$ cat src/rtl/hrmf_pkg.sv
// hrmf_pkg: shared latencies, FSM encoding and tracking-pipe entry for the HRMF controller.
package hrmf_pkg;

    localparam int LAT_MTU0 = 3;
    localparam int LAT_ETU = 12;
    localparam int FRAME_BEATS = 16;

    typedef enum logic {
        IDLE = 1'b0,
        RUN  = 1'b1
    } state_t;

    typedef struct packed {
        logic       valid;
        logic [3:0] beat;
        logic       sof;
        logic       eof;
    } tag_t;

    localparam int TAG_W = $bits(tag_t);

    function automatic logic [3:0] bitrev4(input logic [3:0] b);
        return {b[0], b[1], b[2], b[3]};
    endfunction

endpackage

$ cat src/rtl/hrmf_tag_pipe.sv
// hrmf_tag_pipe: delay line of beat tags; flush drops everything in flight but still loads the incoming tag.
module hrmf_tag_pipe
    import hrmf_pkg::*;
#(
    parameter int DEPTH = 15
) (
    input  logic             CLK,
    input  logic             RST,
    input  logic             flush,
    input  logic [TAG_W-1:0] din,
    output logic [TAG_W-1:0] tap2,
    output logic [TAG_W-1:0] tap3,
    output logic [TAG_W-1:0] tap11,
    output logic [TAG_W-1:0] tap13,
    output logic [TAG_W-1:0] tap15
);

    tag_t pipe [DEPTH:1];

    always_ff @(posedge CLK or posedge RST) begin
        if (RST) begin
            for (int i = 1; i <= DEPTH; i++) pipe[i] <= '0;
        end else begin
            pipe[1] <= din;
            for (int i = 2; i <= DEPTH; i++) pipe[i] <= flush ? '0 : pipe[i-1];
        end
    end

    assign tap2  = pipe[2];
    assign tap3  = pipe[3];
    assign tap11 = pipe[11];
    assign tap13 = pipe[13];
    assign tap15 = pipe[DEPTH];

endmodule

$ cat src/rtl/hrmf_ctrl.sv
// hrmf_ctrl: frame tracker for the HRMF datapath; tags each accepted beat and derives
// rotator/switch selects and twiddle addresses from the tag's position in the latency pipe.
module hrmf_ctrl #(
    parameter int LAT_MTU0 = hrmf_pkg::LAT_MTU0,
    parameter int LAT_ETU = hrmf_pkg::LAT_ETU,
    parameter int FRAME_BEATS = hrmf_pkg::FRAME_BEATS
) (
    input  logic       CLK,
    input  logic       RST,
    input  logic       IN_VALID,
    input  logic       IN_SOF,
    output logic [3:0] SEL_ROT0,
    output logic [1:0] SEL_MTU0,
    output logic [1:0] SEL_ROT1,
    output logic [1:0] SEL_MTU1,
    output logic [3:0] TF_ADDR,
    output logic       OUT_VALID,
    output logic       OUT_SOF,
    output logic       OUT_EOF,
    output logic       FRAME_ERR
);

    import hrmf_pkg::*;

    state_t     state, state_nx;
    logic [3:0] cnt, cnt_nx;
    logic       last, run_beat, accept, flush;
    tag_t       p0, t2, t3, t11, t13, t15;
    logic       unused;

    assign last     = cnt == 4'(FRAME_BEATS - 1);
    assign run_beat = state == RUN && IN_VALID && !IN_SOF;

    always_ff @(posedge CLK or posedge RST) begin
        if (RST) begin
            state <= IDLE;
            cnt   <= '0;
        end else begin
            state <= state_nx;
            cnt   <= cnt_nx;
        end
    end

    // A SOF beat always opens a frame, even when it interrupts one already running.
    always_comb begin
        state_nx = (IN_VALID && IN_SOF) ? RUN : (run_beat && !last) ? RUN : IDLE;
        cnt_nx   = (IN_VALID && IN_SOF) ? 4'd1 : run_beat ? (last ? 4'd0 : cnt + 4'd1) : 4'd0;
    end

    always_comb begin
        accept    = !RST && IN_VALID && (IN_SOF || state == RUN);
        FRAME_ERR = !RST && ((state == IDLE) ? (IN_VALID && !IN_SOF) : (!IN_VALID || IN_SOF));
        flush     = state == RUN && (!IN_VALID || IN_SOF);
        p0        = '0;
        p0.valid  = accept;
        p0.beat   = (accept && !IN_SOF) ? cnt : 4'd0;
        p0.sof    = accept && IN_SOF;
        p0.eof    = accept && !IN_SOF && last;
    end

    hrmf_tag_pipe #(.DEPTH(LAT_MTU0 + LAT_ETU)) u_pipe (
        .CLK   (CLK),
        .RST   (RST),
        .flush (flush),
        .din   (p0),
        .tap2  (t2),
        .tap3  (t3),
        .tap11 (t11),
        .tap13 (t13),
        .tap15 (t15)
    );

    assign SEL_ROT0  = p0.valid ? bitrev4(p0.beat) : 4'd0;
    assign SEL_MTU0  = {t2.valid & t2.beat[1], t3.valid & t3.beat[0]};
    assign SEL_ROT1  = {t3.valid & t3.beat[2], t3.valid & t3.beat[3]};
    assign SEL_MTU1  = {t11.valid & t11.beat[3], t13.valid & t13.beat[2]};
    assign TF_ADDR   = t15.valid ? t15.beat : 4'd0;
    assign OUT_VALID = t15.valid;
    assign OUT_SOF   = t15.valid & t15.sof;
    assign OUT_EOF   = t15.valid & t15.eof;
    assign unused    = ^{t2, t3, t11, t13};

endmodule

$ cat config.mk
export PLATFORM = sky130hd
export DESIGN_NAME = hrmf_ctrl
export DESIGN_NICKNAME = d
export VERILOG_FILES = /design/src/rtl/hrmf_pkg.sv /design/src/rtl/hrmf_tag_pipe.sv /design/src/rtl/hrmf_ctrl.sv
export SDC_FILE = /design/constraint.sdc
export NUM_CORES = 1
export LEC_CHECK = 0
export ABC_CLOCK_PERIOD_IN_PS = 5800
export CAP_MARGIN = 20
export CELL_PAD_IN_SITES_DETAIL_PLACEMENT = 1
export CELL_PAD_IN_SITES_GLOBAL_PLACEMENT = 1
export CORE_MARGIN = 3
export CORE_UTILIZATION = 52
export CTS_CLUSTER_DIAMETER = 40
export DETAILED_ROUTE_END_ITERATION = 7
export HOLD_SLACK_MARGIN = 0.1
export PLACE_DENSITY = 0.82
export SETUP_SLACK_MARGIN = 0.3
export SYNTH_ARGS = -nofsm -noshare
export SYNTH_HDL_FRONTEND = slang
export SYNTH_HIERARCHICAL = 1
export SYNTH_SLANG_ARGS = --single-unit
export TNS_END_PERCENT = 10
$ cat constraint.sdc
create_clock -name CLK -period 5.8 [get_ports CLK]
set_clock_uncertainty 0.2 [all_clocks]
set_input_delay 1.45 -clock CLK [delete_from_list [all_inputs] [get_ports CLK]]
set_output_delay 1.45 -clock CLK [all_outputs]
set_load 0.01 [all_outputs]
==> impl_metrics.env <==
export IMPL_synth_area_mm2=0.003854
export IMPL_path_depth=5
export IMPL_root_buffer="clkbuf_8"
export IMPL_ys_warn_count=6
export IMPL_cp_start_kind="input pin"
export IMPL_nFillCells=697
export IMPL_crit_path_end_kind="output port"
export IMPL_fin_crit_sh_pct=83.13
export IMPL_wl_per_cell_um=13.74
export IMPL_area_delta_synth_final_pct=9.675
export IMPL_hp_class="flop to flop"
export IMPL_antenna_cells=0
export IMPL_whs_path_depth=1
export IMPL_die_area_mm2=0.008480
export IMPL_start_util_pct=55.20
export IMPL_drt_iter0_drc=58
export IMPL_cts_tree="done"
export IMPL_mostFrequentLayoutCells="dfrtp_1, nor2b_1, clkdlybuf4s50_1, and2_1, clkbuf_8"
export IMPL_cts_repair_resized=0
export IMPL_cp_buffers_inverters=2
export IMPL_status="completed"
export IMPL_worstMarginPinSlew_ns=0.8548
export IMPL_insertion_delay_ns=0.35
export IMPL_die_h_um=92.09
export IMPL_crit_top_cell="clkdlybuf4s50_1"
export IMPL_dp_hpwl_mm=3.110
export IMPL_worst_r2r_cell_count=3
export IMPL_grt_pass1_vias=2049
export IMPL_fin_ws_ns=0.9784
export IMPL_slowest_stage="clkdlybuf4s50_1"
export IMPL_cts_buffer_depth=2
export IMPL_holdWs_ns=0.2573
export IMPL_cp_slowest_stage_delay_ns=0.58
export IMPL_drc=0
export IMPL_numPortBuffers=21
export IMPL_die_width_um=92.09
export IMPL_final_max_slew_viol_count=0
export IMPL_max_cap_violations=0
export IMPL_num_rows=30
export IMPL_ant_nets=0
export IMPL_grt_antenna_before_repair=0
export IMPL_grt_pass1_wl_mm=9.556
export IMPL_pin_count=22
export IMPL_crit_path_max_fanout=8
export IMPL_dp_cells=371
export IMPL_nets=292
export IMPL_cts_setup_buffers=0
export IMPL_clk_pin_slew_ns=0.10
export IMPL_groute_usage_overall_pct=14.52
export IMPL_clkSinkCount=110
export IMPL_dr_pass1_iters=4
export IMPL_dp_slack_ns=0.9599
export IMPL_cp_cell_sequence="clkdlybuf4s50_1 > or2b_1 > ha_2 > nor2_1 > clkdlybuf4s50_1"
export IMPL_cts_buffers_inserted=9
export IMPL_fin_cells=386
export IMPL_arrival_ns=3.17
export IMPL_overflow=0
export IMPL_ir_drop_uv=166.7
export IMPL_crit_type="input pin to output port"
export IMPL_final_common_cell="dfrtp_1"
export IMPL_h_tree_depth=3
export IMPL_cp_required_ns=4.15
export IMPL_avgViaCountPerCell=4.681
export IMPL_synthCells=279
export IMPL_tns_ns=0
export IMPL_period_needed_ns=4.822
export IMPL_finalHoldViolCount=0
export IMPL_num_vias=1807
export IMPL_grt_max_degree=74
export IMPL_hold_buffers=0
export IMPL_place_congestion=0.7451
export IMPL_power_density_mw_per_mm2=302.3
export IMPL_p_leak_nw=2.176
export IMPL_cp_top_family="buffers and inverters"
export IMPL_wl_mm=5.303
export IMPL_avgSynthCellArea_um2=13.81
export IMPL_rsz0062_at_grt="false"
export IMPL_final_setup_viol_count=0
export IMPL_slew_headroom_pct=43.01
export IMPL_core_mm2=0.006982
export IMPL_synth_nets=285
export IMPL_drive_above_1_share_pct=10.00
export IMPL_max_freq_mhz=207.4
[worst paths after layout]
| path | endpoint | slack (ns) | startpoint |
|---|---|---|---|
| worst max-delay path | FRAME_ERR | 0.98 | IN_VALID |
| worst min-delay path | u_pipe/pipe[93] | 0.26 | u_pipe/tap13[2] |
| worst max register to register | u_pipe/tap2[0] | 3.64 | state |
| worst min register to register | u_pipe/pipe[93] | 0.26 | u_pipe/tap13[2] |
| max in group asynchronous | u_pipe/tap11[3] | 2.95 | RST |
| min in group asynchronous | cnt[3] | 1.26 | RST |
[flip-flops by register name, summed over array words and instances, names as in the netlist]
signal        flops
u_pipe/tap15      7
cnt               4
u_pipe/pipe      70
u_pipe/tap13      7
state             1
u_pipe/tap11      7
u_pipe/tap2       7
u_pipe/tap3       7
[per-stage QoR]
step,total power [mW],cell area (um2),util (%)
floorplan,0.8238,3854,-
global placement,0.8339,4019,57.56
detailed placement,0.8352,4019,57.56
CTS,1.299,4227,60.54
global route,1.334,4227,60.54
finish,1.278,4227,60.54
[final cells by class]
class | count | area (um2) | area share, %
clock buffer | 12 | 165.2 | 3.908
multi-input combinational | 139 | 907.1 | 21.46
sequential | 110 | 2753 | 65.13
inverter | 3 | 13.76 | 0.3256
clock inverter | 3 | 42.54 | 1.007
tap | 96 | 120.1 | 2.842
timing repair buffer | 23 | 225.2 | 5.329
[where the power goes]
part	total [mW]	internal, mW	switching, mW
Combinational	0.0420	0.00996	0.0321
Clock	0.460	0.232	0.228
Sequential	0.776	0.772	0.00357
[routing by layer]
layer | global-route usage, % | share of wire, % | vias to the layer above
met2 | 23.72 | 50 | 31
met4 | 4.827 | 0.53 | 0
met1 | 18.52 | 46 | 929
met5 | 0 | 0 | -
li1 | - | - | 842
met3 | 4.512 | 3.5 | 5
(Power assumes the default switching activity.)
